**src/rtl/clock_pkg.sv**
```systemverilog
// ============================================================================
//  Module : clock_pkg
//  Brief  : Shared constants for the alarm-clock front end (button map, timing).
//  Rev    : 1.0
// ============================================================================
`default_nettype none

package clock_pkg;

   localparam int BTN_RESET      = 0;
   localparam int BTN_LOAD_TIME  = 1;
   localparam int BTN_LOAD_ALARM = 2;
   localparam int BTN_STOP_ALARM = 3;
   localparam int N_BTN          = 4;

   localparam int CLK_HZ         = 100_000_000;
   localparam int DB_CYCLES      = CLK_HZ / 100;   // 10 ms settle window
   localparam int HOLD_CYCLES    = CLK_HZ;         // 1 s long-press threshold

   // Counter width that never collapses to zero bits.
   function automatic int cnt_width(input int n);
      return (n <= 2) ? 1 : $clog2(n);
   endfunction

endpackage

`default_nettype wire

```
**src/rtl/debounce_cell.sv**
```systemverilog
// ============================================================================
//  Module : debounce_cell
//  Brief  : One button: 2-FF sync, counter debounce, press/release pulses, hold.
//  Rev    : 1.0
// ============================================================================
`default_nettype none

module debounce_cell
   import clock_pkg::cnt_width;
#(
   parameter int DB_CYCLES   = 4,
   parameter int HOLD_CYCLES = 16
) (
   input  logic clk,
   input  logic reset,
   input  logic btn_in,
   output logic btn_level,
   output logic btn_press,
   output logic btn_release,
   output logic btn_hold
);

   localparam int DBW = cnt_width(DB_CYCLES);
   localparam int HW  = cnt_width(HOLD_CYCLES + 1);
   localparam logic [DBW-1:0] c_DB_LAST   = DBW'(DB_CYCLES - 1);
   localparam logic [HW-1:0]  c_HOLD_MAX  = HW'(HOLD_CYCLES);
   localparam logic [HW-1:0]  c_HOLD_LAST = HW'(HOLD_CYCLES - 1);

   if (DB_CYCLES < 2 || HOLD_CYCLES < 2) begin : g_bad_params
      $error("debounce_cell: DB_CYCLES and HOLD_CYCLES must both be >= 2");
   end

   logic           s1_q, s2_q;
   logic           stable_q, stable_d;
   logic [DBW-1:0] db_cnt_q, db_cnt_d;
   logic           press_q, press_d;
   logic           release_q, release_d;
   logic [HW-1:0]  hold_cnt_q, hold_cnt_d;
   logic           hold_q, hold_d;

   always_comb begin
      stable_d = stable_q;
      db_cnt_d = '0;
      if (s2_q != stable_q) begin
         if (db_cnt_q == c_DB_LAST) stable_d = s2_q;
         else                       db_cnt_d = db_cnt_q + DBW'(1);
      end

      press_d   = stable_d & ~stable_q;
      release_d = ~stable_d & stable_q;

      // Hold is driven from the next level so it drops on the release edge itself.
      hold_cnt_d = '0;
      hold_d     = 1'b0;
      if (stable_d && stable_q) begin
         hold_cnt_d = (hold_cnt_q == c_HOLD_MAX) ? hold_cnt_q : hold_cnt_q + HW'(1);
         hold_d     = (hold_cnt_q >= c_HOLD_LAST);
      end
   end

   always_ff @(posedge clk or posedge reset) begin
      if (reset) begin
         s1_q       <= 1'b0;
         s2_q       <= 1'b0;
         stable_q   <= 1'b0;
         db_cnt_q   <= '0;
         press_q    <= 1'b0;
         release_q  <= 1'b0;
         hold_cnt_q <= '0;
         hold_q     <= 1'b0;
      end else begin
         s1_q       <= btn_in;
         s2_q       <= s1_q;
         stable_q   <= stable_d;
         db_cnt_q   <= db_cnt_d;
         press_q    <= press_d;
         release_q  <= release_d;
         hold_cnt_q <= hold_cnt_d;
         hold_q     <= hold_d;
      end
   end

   assign btn_level   = stable_q;
   assign btn_press   = press_q;
   assign btn_release = release_q;
   assign btn_hold    = hold_q;

endmodule

`default_nettype wire

```
**src/rtl/button_conditioner.sv**
```systemverilog
// ============================================================================
//  Module : button_conditioner
//  Brief  : Array of independent debounce cells for the board push-buttons.
//  Rev    : 1.0
// ============================================================================
`default_nettype none

module button_conditioner #(
   parameter int N_BTN       = clock_pkg::N_BTN,
   parameter int DB_CYCLES   = clock_pkg::DB_CYCLES,
   parameter int HOLD_CYCLES = clock_pkg::HOLD_CYCLES
) (
   input  logic             clk,
   input  logic             reset,
   input  logic [N_BTN-1:0] btn_in,
   output logic [N_BTN-1:0] btn_level,
   output logic [N_BTN-1:0] btn_press,
   output logic [N_BTN-1:0] btn_release,
   output logic [N_BTN-1:0] btn_hold
);

   for (genvar i = 0; i < N_BTN; i++) begin : g_btn
      debounce_cell #(
         .DB_CYCLES   (DB_CYCLES),
         .HOLD_CYCLES (HOLD_CYCLES)
      ) u_cell (
         .clk         (clk),
         .reset       (reset),
         .btn_in      (btn_in[i]),
         .btn_level   (btn_level[i]),
         .btn_press   (btn_press[i]),
         .btn_release (btn_release[i]),
         .btn_hold    (btn_hold[i])
      );
   end

endmodule

`default_nettype wire

```
**config.mk**
```make
export PLATFORM = sky130hd
export DESIGN_NAME = button_conditioner
export DESIGN_NICKNAME = d
export VERILOG_FILES = /design/src/rtl/clock_pkg.sv /design/src/rtl/debounce_cell.sv /design/src/rtl/button_conditioner.sv
export SDC_FILE = /design/constraint.sdc
export NUM_CORES = 1
export LEC_CHECK = 0
export CORE_ASPECT_RATIO = 1.25
export CORE_UTILIZATION = 52
export DETAILED_ROUTE_END_ITERATION = 16
export PLACE_DENSITY = 0.69
export SLEW_MARGIN = 20
export SYNTH_ARGS = -nofsm -noshare
export SYNTH_HDL_FRONTEND = slang
export SYNTH_SLANG_ARGS = --single-unit
```
**constraint.sdc**
```tcl
create_clock -name clk -period 9.6 [get_ports clk]
set_input_delay 1.92 -clock clk [delete_from_list [all_inputs] [get_ports clk]]
set_output_delay 1.92 -clock clk [all_outputs]
set_load 0.1 [all_outputs]
```
==> impl_metrics.tcl <==
set metrics [dict create \
    status "complete, no violations" \
    ys_types 54 \
    wire_per_inst_um 13.5 \
    grt_pass1_wl_um 32900 \
    boundaryPins 22 \
    hold_viol_final 0 \
    tns_ns 0 \
    required_ns 7.68 \
    critPathBufInv 1 \
    post_cts_buffers 0 \
    route.detailed.drc 0 \
    slew_headroom_pct 34.5 \
    worstMarginPinSlew_ns 0.979 \
    critPathKind "register to primary output" \
    clkSinkCount 212 \
    syn-num-nets 1096 \
    path_clk_slew_ns 0.06 \
    synth_area_per_cell_um2 9.74 \
    place.gp.congestion 0.791 \
    final_nets 1100 \
    area_growth_pct 10.7 \
    drv_slew 0 \
    via_count 7309 \
    die_y_um 161 \
    syn_inst 1078 \
    routed_wl_um 18400 \
    grt_max_degree 153 \
    post-route-period-util_pct 42.7 \
    peakVddDrop_mv 0.108 \
    power_density_mw_per_mm2 158 \
    cts_buffers 23 \
    met2_length_um 9050 \
    start_util_pct 53.5 \
    drive_gt1_share_pct 5.83 \
    track_usage_pct 19.1 \
    synth_edf_count 0 \
    rsz0062_at_grt "no" \
    route.met3.wl_um 501 \
    clockRootBuffer "clkbuf_16" \
    cpLargestDelayFamily "buffers and inverters" \
    synth-async-reset-ratio_pct 100 \
    start_kind "register" \
    synthFlopType "dfrtp_1" \
    yosysSeqAreaShare_pct 50.5 \
    drt_pre_antenna_iters 4 \
    fp.coreArea_mm2 0.0196 \
    drv_cap 0 \
    cp_slowest_cell "clkdlybuf4s50_1" \
    fp.dieW_um 129 \
    endpoint_kind "primary output" \
    fin_worst_skew_ns 0.0141 \
    p_leak_uw 0.00458 \
    dieArea_mm2 0.0208 \
    rows 57 \
    hold_path_class "register to register" \
    diodes 0 \
    final_antenna_net_count 0 \
    htreeDepth 1 \
    grt_pass1_vias 7310 \
    overflow 0 \
    maxUsedRoutingLayer "met4" \
    cts_resized 0 \
    worstSkewPairLatency_ns 0.51 \
    place_hpwl_um 12000 \
    viasPerCell 5.36 \
    setup_viol 0 \
    path_cells "clkdlybuf4s50_1" \
    ys_ff_latch 212 \
    netlist_area_mm2 0.0105 \
    critical_path.max_fanout 7 \
    antenna_found_initial 0 \
    cts_tree "built" \
    synth_warnings 0 \
    arrival_ns 2.18 \
    cts_buffer_depth 3 \
    cp_slowest_stage_delay_ns 1.19 \
    wl_met1_um 8630 \
    max_freq_ghz 0.244 \
    drt_first_iter_violations 346 \
    ctsHoldBuffers 0 \
    period_needed_ns 4.10 \
    port_buffers 21 \
    finalPower_uw 1840 \
]
==> layout make-up <==
class / instances / area, µm²
Tap cell: 265 / 332
Sequential cell: 212 / 5310
Fill cell: 1710 / 7990
Clock buffer: 27 / 621
Inverter: 28 / 118
Timing Repair Buffer: 23 / 225
Multi-Input combinational cell: 794 / 4860
Clock inverter: 14 / 160
==> kinds of logic (layout without fill, tap and decap cells) <==
family	count (synthesis)	in the layout	share of synthesized area, %
DFF	212	212	50.5
AOI/OAI and AO/OA	30	30	1.98
buffers and inverters	72	92	3.43
muxes	8	8	0.811
and+or+nand+nor	568	568	27.1
xor gates and xnor gates	176	176	14.7
adders and majority gates	12	12	1.43
==> layer usage <==
| layer | vias to the layer above | GRT usage (%) |
|---|---|---|
| met5 | - | 0 |
| met4 | 0 | 5.08 |
| met3 | 20 | 2.96 |
| met2 | 67 | 33.0 |
| met1 | 3570 | 25.0 |
| li1 | 3652 | - |
==> worst register-to-register path, cell delays in order, from the launching register on <==
cell     delay (ns)
dfrtp_1        0.42
and4_1         0.37
nand3_4        0.13
or4_1          0.73
o21ai_4        0.65
a31oi_1        0.11
==> cell usage in the layout (no fill, tap or decap), drive strengths merged, types with 4 or more instances in the layout <==
cell type | netlist | routed
inv | 28 | 29
nor4b | 7 | 7
or2 | 5 | 5
nor2 | 227 | 227
mux2i | 4 | 4
nand4 | 41 | 41
or4 | 5 | 5
xor2 | 79 | 79
nand3 | 72 | 72
nand4b | 6 | 6
nor3b | 8 | 8
a21oi | 7 | 7
dfrtp | 212 | 212
and2 | 11 | 11
nor3 | 38 | 38
nand2 | 62 | 62
and4 | 18 | 18
clkbuf | 16 | 27
mux2 | 4 | 4
clkdlybuf4s50 | 0 | 21
nor4 | 23 | 23
xnor2 | 97 | 97
o21ai | 8 | 8
and3 | 29 | 29
ha | 12 | 12
clkinv | 0 | 8
==> registers in the layout, summed over array words and instances (netlist names) <==
name / flops
g_btn.u_cell.s2_q: 4
g_btn.u_cell.hold_cnt_q: 108
g_btn.u_cell.btn_release: 4
g_btn.u_cell.btn_press: 4
g_btn.u_cell.btn_hold: 4
g_btn.u_cell.btn_level: 4
g_btn.u_cell.db_cnt_q: 80
g_btn.u_cell.s1_q: 4
==> synthesized netlist by cell type (all sizes together) (3+ instances only) <==
cell type  count  area share [%]
dfrtp        212              51
nor4          23             1.5
nand4         41             2.4
o21ai          8            0.52
a31oi          3            0.18
nor4b          7            0.58
and4          18             1.5
xnor2         97             8.1
or4b           3            0.29
mux2           4            0.43
nor4bb         3            0.29
xor2          79             6.6
ha            12             1.4
nor2         227             8.1
and3          29             1.7
clkbuf        16            0.57
nand4b         6            0.50
and2          11            0.66
or3            3            0.18
nand2         62             2.2
nand3         72             3.6
or2            5            0.30
inv           28             1.0
nor3          38             1.8
a21oi          7            0.33
buf           28             1.9
or4            5            0.36
nor3b          8            0.57
mux2i          4            0.38
==> report_power, final <==
group	switching (µW)	internal [µW]
sequential	6.28	899
combinational	25.8	7.05
clock	357	545
total	389	1450
==> final timing paths <==
check                                                  from                              to  slack [ns]  cells after the start
worst max-delay path              g_btn[0].u_cell.btn_level                    btn_level[0]        5.50                      1
worst min-delay path                   g_btn[0].u_cell.s1_q            g_btn[0].u_cell.s2_q        0.36                      0
worst max register to register  g_btn[1].u_cell.db_cnt_q[2]        g_btn[1].u_cell.btn_hold        7.03                      5
worst min register to register         g_btn[0].u_cell.s1_q            g_btn[0].u_cell.s2_q        0.36                      0
max in group asynchronous                             reset     g_btn[2].u_cell.db_cnt_q[6]        6.53                      3
min in group asynchronous                             reset  g_btn[0].u_cell.hold_cnt_q[26]        1.86                      2
==> per-stage QoR <==
stage	utilization (%)	instance area (µm²)	hold slack [ns]	setup slack (ns)	instances
6_report	59.3	11600	0.356	5.50	1363
5_1_grt	59.3	11600	0.363	5.43	1363
4_1_cts	59.2	11600	0.359	5.49	1363
3_5_place_dp	55.2	10800	0.339	5.52	1322
3_3_place_gp	55.1	10800	0.335	5.52	1322
2_1_floorplan	-	10500	0.331	1.89	1078
No activity file was read; power rests on OpenSTA's default activity.
